--- config.mk ---
export PLATFORM = sky130hd
export DESIGN_NAME = stopwatch_core
export DESIGN_NICKNAME = d
export VERILOG_FILES = /design/src/rtl/stopwatch_pkg.sv /design/src/rtl/stopwatch_core_bcd_digit.sv /design/src/rtl/stopwatch_core.sv
export SDC_FILE = /design/constraint.sdc
export NUM_CORES = 1
export LEC_CHECK = 0
export BUFFER_PORTS_ARGS = -buffer_cell sky130_fd_sc_hd__buf_2
export CORE_MARGIN = 2
export CORE_UTILIZATION = 55
export CTS_BUF_LIST = sky130_fd_sc_hd__clkbuf_8 sky130_fd_sc_hd__clkbuf_16
export CTS_CLUSTER_SIZE = 28
export DETAILED_ROUTE_END_ITERATION = 6
export PLACE_DENSITY_LB_ADDON = 0.05
export SLEW_MARGIN = 15
export SYNTH_ARGS = -nofsm -noshare
export SYNTH_HDL_FRONTEND = slang
export SYNTH_HIERARCHICAL = 1
export SYNTH_SLANG_ARGS = --single-unit
--- constraint.sdc ---
create_clock -name clk_in -period 4.05 [get_ports clk_in]
set_input_delay 0.6075 -clock clk_in [delete_from_list [all_inputs] [get_ports clk_in]]
set_output_delay 0.6075 -clock clk_in [all_outputs]
set_load 0.05 [all_outputs]
--- src/rtl/stopwatch_pkg.sv ---
`default_nettype none
// ============================================================================
//  Module      : stopwatch_pkg
//  Description : Shared types and constants for the stopwatch core: the FSM
//                state encoding and the BCD digit limits.
//  Revision    : 1.0 - initial release
// ============================================================================
package stopwatch_pkg;

    // FSM state encoding
    typedef enum logic [1:0] {
        IDLE  = 2'd0,
        RUN   = 2'd1,
        PAUSE = 2'd2
    } state_t;

    // BCD digit limits: ones digits run 0..9, tens digits run 0..5
    localparam logic [3:0] c_BCD_NINE = 4'd9;
    localparam logic [3:0] c_BCD_FIVE = 4'd5;

endpackage : stopwatch_pkg
`default_nettype wire

--- src/rtl/stopwatch_core_bcd_digit.sv ---
`default_nettype none
// ============================================================================
//  Module      : bcd_digit
//  Description : Single 4-bit BCD counter digit with configurable wrap value.
//                Counts up on inc, wraps from MAX to 0 and flags carry in the
//                same cycle so digits can be chained into a cascade.
//  Ports       : clk_in - system clock
//                rst    - synchronous active-high reset
//                inc    - advance the digit by one
//                clr    - synchronous clear (wins over inc)
//                value  - registered digit value, 0..MAX
//                carry  - combinational: inc AND value == MAX
//  Revision    : 1.0 - initial release
// ============================================================================
module bcd_digit
    import stopwatch_pkg::*;
#(
    parameter logic [3:0] MAX = c_BCD_NINE
) (
    input  logic       clk_in,
    input  logic       rst,
    input  logic       inc,
    input  logic       clr,
    output logic [3:0] value,
    output logic       carry
);

    logic [3:0] r_value;

    always_ff @(posedge clk_in) begin
        if (rst || clr) begin
            r_value <= 4'd0;
        end else if (inc) begin
            // >= rather than == keeps the digit legal even from a corrupted value
            if (r_value >= MAX) begin
                r_value <= 4'd0;
            end else begin
                r_value <= r_value + 4'd1;
            end
        end
    end

    assign value = r_value;
    assign carry = inc && (r_value == MAX);

endmodule : bcd_digit
`default_nettype wire

--- src/rtl/stopwatch_core.sv ---
`default_nettype none
// ============================================================================
//  Module      : stopwatch_core
//  Description : MM:SS stopwatch. Detects rising edges of the (synchronous)
//                slow_clk input, counts TICKS_PER_SEC of them per second while
//                running, and advances a four-digit BCD display cascade.
//  Ports       : clk_in     - system clock
//                rst        - synchronous active-high reset
//                slow_clk   - divided clock, sampled as data
//                start_stop - one-cycle pulse toggling run/pause
//                clear      - one-cycle pulse zeroing the time and stopping
//                min_tens, min_ones, sec_tens, sec_ones - BCD digits
//                running    - high while in RUN
//                rollover   - one-cycle pulse on the 59:59 -> 00:00 wrap
//  Revision    : 1.0 - initial release
// ============================================================================
module stopwatch_core
    import stopwatch_pkg::*;
#(
    parameter int TICKS_PER_SEC = 1000
) (
    input  logic       clk_in,
    input  logic       rst,
    input  logic       slow_clk,
    input  logic       start_stop,
    input  logic       clear,
    output logic [3:0] min_tens,
    output logic [3:0] min_ones,
    output logic [3:0] sec_tens,
    output logic [3:0] sec_ones,
    output logic       running,
    output logic       rollover
);

    localparam int SUB_W = (TICKS_PER_SEC > 1) ? $clog2(TICKS_PER_SEC) : 1;
    localparam logic [SUB_W-1:0] c_SUB_LAST = SUB_W'(TICKS_PER_SEC - 1);

    state_t           r_state;
    state_t           w_state_next;
    logic             r_slow_clk_q;
    logic [SUB_W-1:0] r_sub_cnt;
    logic             r_rollover;

    logic             w_tick;
    logic             w_count;
    logic             w_sec_pulse;
    logic             w_so_carry;
    logic             w_st_carry;
    logic             w_mo_carry;
    logic             w_mt_carry;

    // ------------------------------------------------------------------
    // slow_clk rising-edge detector
    // ------------------------------------------------------------------
    always_ff @(posedge clk_in) begin
        if (rst) begin
            r_slow_clk_q <= 1'b0;
        end else begin
            r_slow_clk_q <= slow_clk;
        end
    end

    assign w_tick = slow_clk && !r_slow_clk_q;

    // Gating on the registered state means a start_stop in the same cycle
    // does not affect whether this tick is counted.
    assign w_count     = w_tick && (r_state == RUN);
    assign w_sec_pulse = w_count && (r_sub_cnt == c_SUB_LAST);

    // ------------------------------------------------------------------
    // FSM
    // ------------------------------------------------------------------
    always_ff @(posedge clk_in) begin
        if (rst) begin
            r_state <= IDLE;
        end else begin
            r_state <= w_state_next;
        end
    end

    always_comb begin
        w_state_next = r_state;
        if (clear) begin
            w_state_next = IDLE;
        end else if (start_stop) begin
            case (r_state)
                IDLE:    w_state_next = RUN;
                RUN:     w_state_next = PAUSE;
                PAUSE:   w_state_next = RUN;
                default: w_state_next = IDLE;
            endcase
        end else if (r_state != IDLE && r_state != RUN && r_state != PAUSE) begin
            w_state_next = IDLE;
        end
    end

    assign running = (r_state == RUN);

    // ------------------------------------------------------------------
    // Sub-second tick counter; held (not cleared) in PAUSE
    // ------------------------------------------------------------------
    always_ff @(posedge clk_in) begin
        if (rst || clear) begin
            r_sub_cnt <= '0;
        end else if (w_count) begin
            if (r_sub_cnt >= c_SUB_LAST) begin
                r_sub_cnt <= '0;
            end else begin
                r_sub_cnt <= r_sub_cnt + SUB_W'(1);
            end
        end
    end

    // ------------------------------------------------------------------
    // BCD cascade: SS ones -> SS tens -> MM ones -> MM tens
    // ------------------------------------------------------------------
    bcd_digit #(.MAX(c_BCD_NINE)) u_sec_ones (
        .clk_in (clk_in),
        .rst    (rst),
        .inc    (w_sec_pulse),
        .clr    (clear),
        .value  (sec_ones),
        .carry  (w_so_carry)
    );

    bcd_digit #(.MAX(c_BCD_FIVE)) u_sec_tens (
        .clk_in (clk_in),
        .rst    (rst),
        .inc    (w_so_carry),
        .clr    (clear),
        .value  (sec_tens),
        .carry  (w_st_carry)
    );

    bcd_digit #(.MAX(c_BCD_NINE)) u_min_ones (
        .clk_in (clk_in),
        .rst    (rst),
        .inc    (w_st_carry),
        .clr    (clear),
        .value  (min_ones),
        .carry  (w_mo_carry)
    );

    bcd_digit #(.MAX(c_BCD_FIVE)) u_min_tens (
        .clk_in (clk_in),
        .rst    (rst),
        .inc    (w_mo_carry),
        .clr    (clear),
        .value  (min_tens),
        .carry  (w_mt_carry)
    );

    // Registered so the pulse lands on the same edge the digits show 00:00;
    // a coincident clear zeroes the time without signalling a wrap.
    always_ff @(posedge clk_in) begin
        if (rst) begin
            r_rollover <= 1'b0;
        end else begin
            r_rollover <= w_mt_carry && !clear;
        end
    end

    assign rollover = r_rollover;

endmodule : stopwatch_core
`default_nettype wire

# Word level (Yosys, flattened, before mapping)
# Cells that the tools add are included.
# totals
regBits,30
input_bits,5
# classes
addsub,5
order_cmp,5
eq_ne,9
n_mux,8
n_reduce_logical,18
# op_table
operator,n
"adder 4 x 1 -> 4 bit, second input constant",4
two-way mux 4 bit,4
"adder 10 x 1 -> 10 bit, second input constant",1
"equality test 10 bit, second input constant",1
">= comparator 10 bit, second input constant",1
logical AND 1 bit,10
two-way mux 10 bit,1
"equality test 4 x 3 -> 1 bit, second input constant",2
"equality test 4 bit, second input constant",2
">= comparator 4 x 3 -> 1 bit, second input constant",2
">= comparator 4 bit, second input constant",2
two-way mux 2 bit,2
one-hot mux 2 bit (2 select lines),1
nonzero test 2 bit,2
OR reduction 2 bit,2
"equality test 2 x 1 -> 1 bit, second input constant",1
"equality test 2 bit, second input constant",1
logical NOT 1 bit,2
logical NOT 2 bit,1
"!= test 2 x 1 -> 1 bit, second input constant",1
"!= test 2 bit, second input constant",1
logical OR 1 bit,1

# Longest topological paths before layout
# logic_depth
word_depth,9
depth_mapped,12
mapped_depth_nobuf,11

# By module
# Netlist, hierarchy kept.
# by_module_without_submodules
module,n_inst,cells_per_inst,area_each_um2,seq_area_each_um2
stopwatch_core,1,67,681.9,280.3
bcd_digit (u_min_tens ...),2,26,249.0,80.1
bcd_digit (u_min_ones ...),2,24,217.7,80.1

# Worst setup path before layout
# Ideal clock, no wire load.
# synth_path
path_kind,input to register
from,input slow_clk
to,register u_min_tens.r_value[2] (netlist: u_min_tens/value[2])
setup_time_ns,0.086
arrival_time_ns,3.633
t_required_ns,3.964
setup_slack_ns,0.331
cell_stages,12
n_path_buf,1
cell_sequence,and4bb_1 -> buf_6 -> nand4_1 -> nor4b_2 -> nand2_1 -> nor3b_1 -> and4b_1 -> nand2_1 -> nor3b_1 -> nor4bb_1 -> a21oi_1 -> a211oi_1
# synth_via
elab_chain_cells,6
# synth_lines
item,line_no,source
"start, declared",stopwatch_core.sv:24,"input logic slow_clk,"
logical AND 1 bit,stopwatch_core.sv:63,assign w_tick = slow_clk && !r_slow_clk_q;
logical AND 1 bit,stopwatch_core.sv:67,assign w_count = w_tick && (r_state == RUN);
logical AND 1 bit,stopwatch_core.sv:68,assign w_sec_pulse = w_count && (r_sub_cnt == c_SUB_LAST);
via w_sec_pulse,stopwatch_core.sv:46,logic w_sec_pulse;
logical AND 1 bit,stopwatch_core_bcd_digit.sv:44,assign carry = inc && (r_value == MAX);
via w_so_carry,stopwatch_core.sv:47,logic w_so_carry;
logical AND 1 bit,stopwatch_core_bcd_digit.sv:44,
via w_st_carry,stopwatch_core.sv:48,logic w_st_carry;
logical AND 1 bit,stopwatch_core_bcd_digit.sv:44,
via w_mo_carry,stopwatch_core.sv:49,logic w_mo_carry;
"end signal, assigned",stopwatch_core_bcd_digit.sv:38,r_value <= r_value + 4'd1;
"end, declared",stopwatch_core_bcd_digit.sv:28,logic [3:0] r_value;
# The timed path passes the listed nets, and every way through them passes these cells.
# A chain may end at the register's enable or synchronous reset.

# Worst setup path after layout
# layout_path
from,register r_sub_cnt[0]
to,register u_min_tens.r_value[2] (netlist: u_min_tens/value[2])
# layout_via
elab_chain_cells,5
# layout_lines
item,line_no,source
"start, declared",stopwatch_core.sv:41,logic [SUB_W-1:0] r_sub_cnt;
"start signal, assigned",stopwatch_core.sv:109,r_sub_cnt <= r_sub_cnt + SUB_W'(1);
equality test 10 bit,stopwatch_core.sv:68,
logical AND 1 bit,stopwatch_core.sv:68,
via w_sec_pulse,stopwatch_core.sv:46,
logical AND 1 bit,stopwatch_core_bcd_digit.sv:44,
via w_so_carry,stopwatch_core.sv:47,
logical AND 1 bit,stopwatch_core_bcd_digit.sv:44,
via w_st_carry,stopwatch_core.sv:48,
logical AND 1 bit,stopwatch_core_bcd_digit.sv:44,
via w_mo_carry,stopwatch_core.sv:49,
# The timed path passes the listed nets, and every way through them passes these cells.

==> impl_metrics.env <==
export IMPL_rsz0062_at_grt="no"
export IMPL_multiInputGateArea_sq_um=962
export IMPL_max_slew_margin_rel_pct=82.1
export IMPL_num_rows=19
export IMPL_power_combinational_fraction_pct=3.9
export IMPL_synth_seq_area_share_pct=37.2
export IMPL_fill_cells=232
export IMPL_synthesis_area_sq_um=1620
export IMPL_yosys_cell_count_top_type="dfxtp_1"
export IMPL_max_stage_delay_ns=0.40
export IMPL_post_cts_repair_setup_buffers=0
export IMPL_hold_viol=0
export IMPL_switching_power_uw=129
export IMPL_pin_count_of_the_biggest_net_entering_global_routing=15
export IMPL_synth_edf_count=0
export IMPL_detailroute_via_count=1296
export IMPL_syn_area_per_cell_sq_um=9.67
export IMPL_timing_critical_path_to_type="flop"
export IMPL_drt_total_wl_mm=2.91
export IMPL_ant_nets=0
export IMPL_grt_overflow_total=0
export IMPL_boundaryPins=23
export IMPL_cp_cell_sequence="ha_1, nand4_1, nor4b_2, buf_4, nand2_1, nor3b_1, buf_4, and4b_1, nand2_1, nor3b_1, buf_4, nor4bb_1, a21oi_1, a211oi_1"
export IMPL_critical_path_reg2reg_startpoint="r_sub_cnt[0]$_SDFFE_PP0N_"
export IMPL_critical_path_at_ns=3.38
export IMPL_synth_ff_type="dfxtp_1"
export IMPL_detail_route_iter0_violations=49
export IMPL_hold_path_endpoint="r_sub_cnt[1]$_SDFFE_PP0N_"
export IMPL_yosys_area_top_type="dfxtp_1"
export IMPL_period_needed_ns=3.18
export IMPL_die_width_um=58.2
export IMPL_hpwlAfterDp_mm=2.09
export IMPL_grt_antenna_before_repair=0
export IMPL_number_of_buffers_inserted_during_clock_tree_synthesis=5
export IMPL_timing_worst_setup_path_type="flop to flop"
export IMPL_synth_async_reset_ratio_pct=0
export IMPL_firstDrtPassIters=4
export IMPL_yosys_cell_types_count=36
export IMPL_post_route_cells_drive_above_1_share_pct=24.0
export IMPL_synth_cells_most_frequent="dfxtp_1 (30), nor2_1 (16), ha_1 (13), nand2_1 (13)"
export IMPL_totalNegativeSetupSlack_ns=0
export IMPL_synth_warning_count=6
export IMPL_syn_num_nets=185
export IMPL_p_per_area_nw_per_um2=303
export IMPL_grt_pass1_wl_mm=4.97
export IMPL_synth_seq_cells=30
export IMPL_max_cap_viol_count=0
export IMPL_cts_hold_buf=0
export IMPL_path_depth=14
export IMPL_gpl_final_weighted_congestion=0.805
export IMPL_cts_tree="yes"
export IMPL_drv_slew=0
export IMPL_vias_per_cell=5.61
export IMPL_critPathLaunchType="flop"
export IMPL_die_y_um=58.2
export IMPL_crit_path_start="r_sub_cnt[0]$_SDFFE_PP0N_"
export IMPL_seq_power_share_pct=52.4
export IMPL_detailedPlace_worstSlack_ns=0.710
export IMPL_power_uw=568
export IMPL_min_period_over_period_pct=78.5
export IMPL_wire_per_inst_um=12.6
export IMPL_finalNonFillerCells=231
export IMPL_tightest_slew_ns=0.265
export IMPL_numPlacedInstances=223
export IMPL_setup_reg_to_reg_worst_slack_ns=0.87
export IMPL_critical_path_top_delay_family="simple AND/OR/NAND/NOR gates"
export IMPL_grt_pass1_vias=1154
export IMPL_gr_usage_all_layers_pct=19.5
export IMPL_timing_final_ws_setup_ns=0.869
export IMPL_drc=0
export IMPL_port_buffers=22
export IMPL_clkTransAtPathRegs_ns=0.07
export IMPL_netlist_top_cells_area="dfxtp_1 (37%), ha_1 (10%), xor2_1 (6.0%)"
export IMPL_cp_data_required_time_ns=4.25
export IMPL_cellInternalPower_uw=438
export IMPL_insertion_delay_ns=0.28
export IMPL_cp_buffers_inverters=3
export IMPL_worst_path_max_delay_cell="dfxtp_1"
export IMPL_maxClockFrequency_mhz=314
export IMPL_crit_fanout=8
export IMPL_leakage_nw=0.760
export IMPL_number_of_instances_in_the_synthesized_netlist=167
export IMPL_worst_hold_startpoint="r_sub_cnt[1]$_SDFFE_PP0N_"
export IMPL_r2r_end="u_min_tens/value[2]$_SDFFE_PP0P_"
export IMPL_final_nets=217
export IMPL_syn_to_final_growth_pct=16.0
export IMPL_core_area_sq_um=2780
export IMPL_min_delay_path_class="flop to flop"
export IMPL_start_util_pct=58.1
export IMPL_final_core_util_pct=67.4
export IMPL_cts_resized=0
export IMPL_synth_top_cell_area_share_pct=37.2
export IMPL_diodes=0
export IMPL_cts_htree_levels=2
export IMPL_critPathMostFrequentCell="buf_4"
export IMPL_timing_clock_skew_ns=0.00482
export IMPL_power_share_clock_pct=43.7
export IMPL_largest_buffer_count_on_any_clock_path=2
export IMPL_timing_final_setup_violations=0
export IMPL_clockRootBuffer="clkbuf_8"
export IMPL_cts_sinks=30
export IMPL_worst_r2r_path_depth=14
export IMPL_status="finished clean"
export IMPL_switching_share_pct=22.8
export IMPL_vdd_ir_drop_max_mv=0.277
export IMPL_min_path_cells=2
export IMPL_ff_latch_area_sq_um=601
export IMPL_floorplan_die_area_sq_um=3390
## power groups by stage
stage               sequential, mW  combinational [mW]  clock (mW)
floorplan                    0.304              0.0137           0
global route                 0.298              0.0240       0.269
CTS                          0.298              0.0223       0.256
finish                       0.298              0.0221       0.248
global placement             0.304              0.0219           0
detailed placement           0.304              0.0221           0
## sequential cells by signal, summed over array words and instances, names as in the netlist
name and count:
r_sub_cnt 10, r_state 2, u_sec_tens/value 4, u_min_ones/value 4, u_min_tens/value 4, rollover 1
u_sec_ones/value 4, r_slow_clk_q 1
## worst register-to-register path: cells and delay by family, from the launching register on
family / cells / cell delay, ns
adder cells (fa/ha/maj): 1 / 0.30
flip-flops: 1 / 0.40
buffers and inverters: 3 / 0.53
AND/OR/NAND/NOR: 8 / 1.57
AO/OA/AOI/OAI: 2 / 0.29
## kinds of logic after synthesis
kind of cell / after synthesis / synth area share [%]
compound gates: 18 / 7.67
xor+xnor: 16 / 8.68
fa+ha+maj: 13 / 10.1
buf+inv: 12 / 3.25
flops: 30 / 37.2
mux: 3 / 1.86
simple gates: 75 / 31.3
## cells in the final DEF (no fill, tap or decap), types with 2 or more instances in the layout
cell      instances
a2111o_1          2
a211oi_1          2
a21oi_1           7
and3_1            2
and4b_1           2
buf_2            22
buf_4             4
clkbuf_8          6
dfxtp_1          30
ha_1             13
inv_1            12
mux2i_1           3
nand2_1          13
nand2b_4          2
nand4_1           9
nor2_1           16
nor2_2            5
nor3_1            2
nor3b_1           5
nor4bb_1          2
o21ai_2           2
o22ai_1           4
or3_1             4
or4b_1            2
xnor2_1           5
xor2_1           11
## how the worst max path moves through the flow
stage | to | slack (ns)
5_1_grt | u_min_tens/value[2]$_SDFFE_PP0P_ | 0.63
3_5_place_dp | u_min_tens/value[2]$_SDFFE_PP0P_ | 0.71
4_1_cts | u_min_tens/value[2]$_SDFFE_PP0P_ | 0.92
2_1_floorplan | u_min_tens/value[2]$_SDFFE_PP0P_ | 0.33
6_report | u_min_tens/value[2]$_SDFFE_PP0P_ | 0.87
3_3_place_gp | u_min_tens/value[2]$_SDFFE_PP0P_ | 0.76
## metrics by stage
stage               cell area (sq um)  hold slack (ns)
floorplan                        1620            0.466
detailed placement               1780            0.497
global placement                 1780            0.487
CTS                              1870            0.507
global route                     1870            0.539
finish                           1870            0.508
## layer usage
| layer | track usage (%) | vias to the layer above | part of all wire [%] | wire, um |
|---|---|---|---|---|
| met3 | 6.70 | 4 | 5.4 | 158 |
| li1 | - | 655 | - | - |
| met4 | 8.97 | 0 | 1.1 | 32 |
| met5 | 0 | - | 0 | 0 |
| met1 | 25.5 | 601 | 50 | 1460 |
| met2 | 29.1 | 36 | 43 | 1270 |
## area by class of cell
cell class	count	share of cell area (%)
clock buffer	6	4.41
clock inverter	2	0.467
inverter	11	2.20
multi-input combinational	125	51.3
sequential	30	32.0
tap	31	2.07
timing repair buffer	26	7.48
Power figures use the tool's default switching activity.
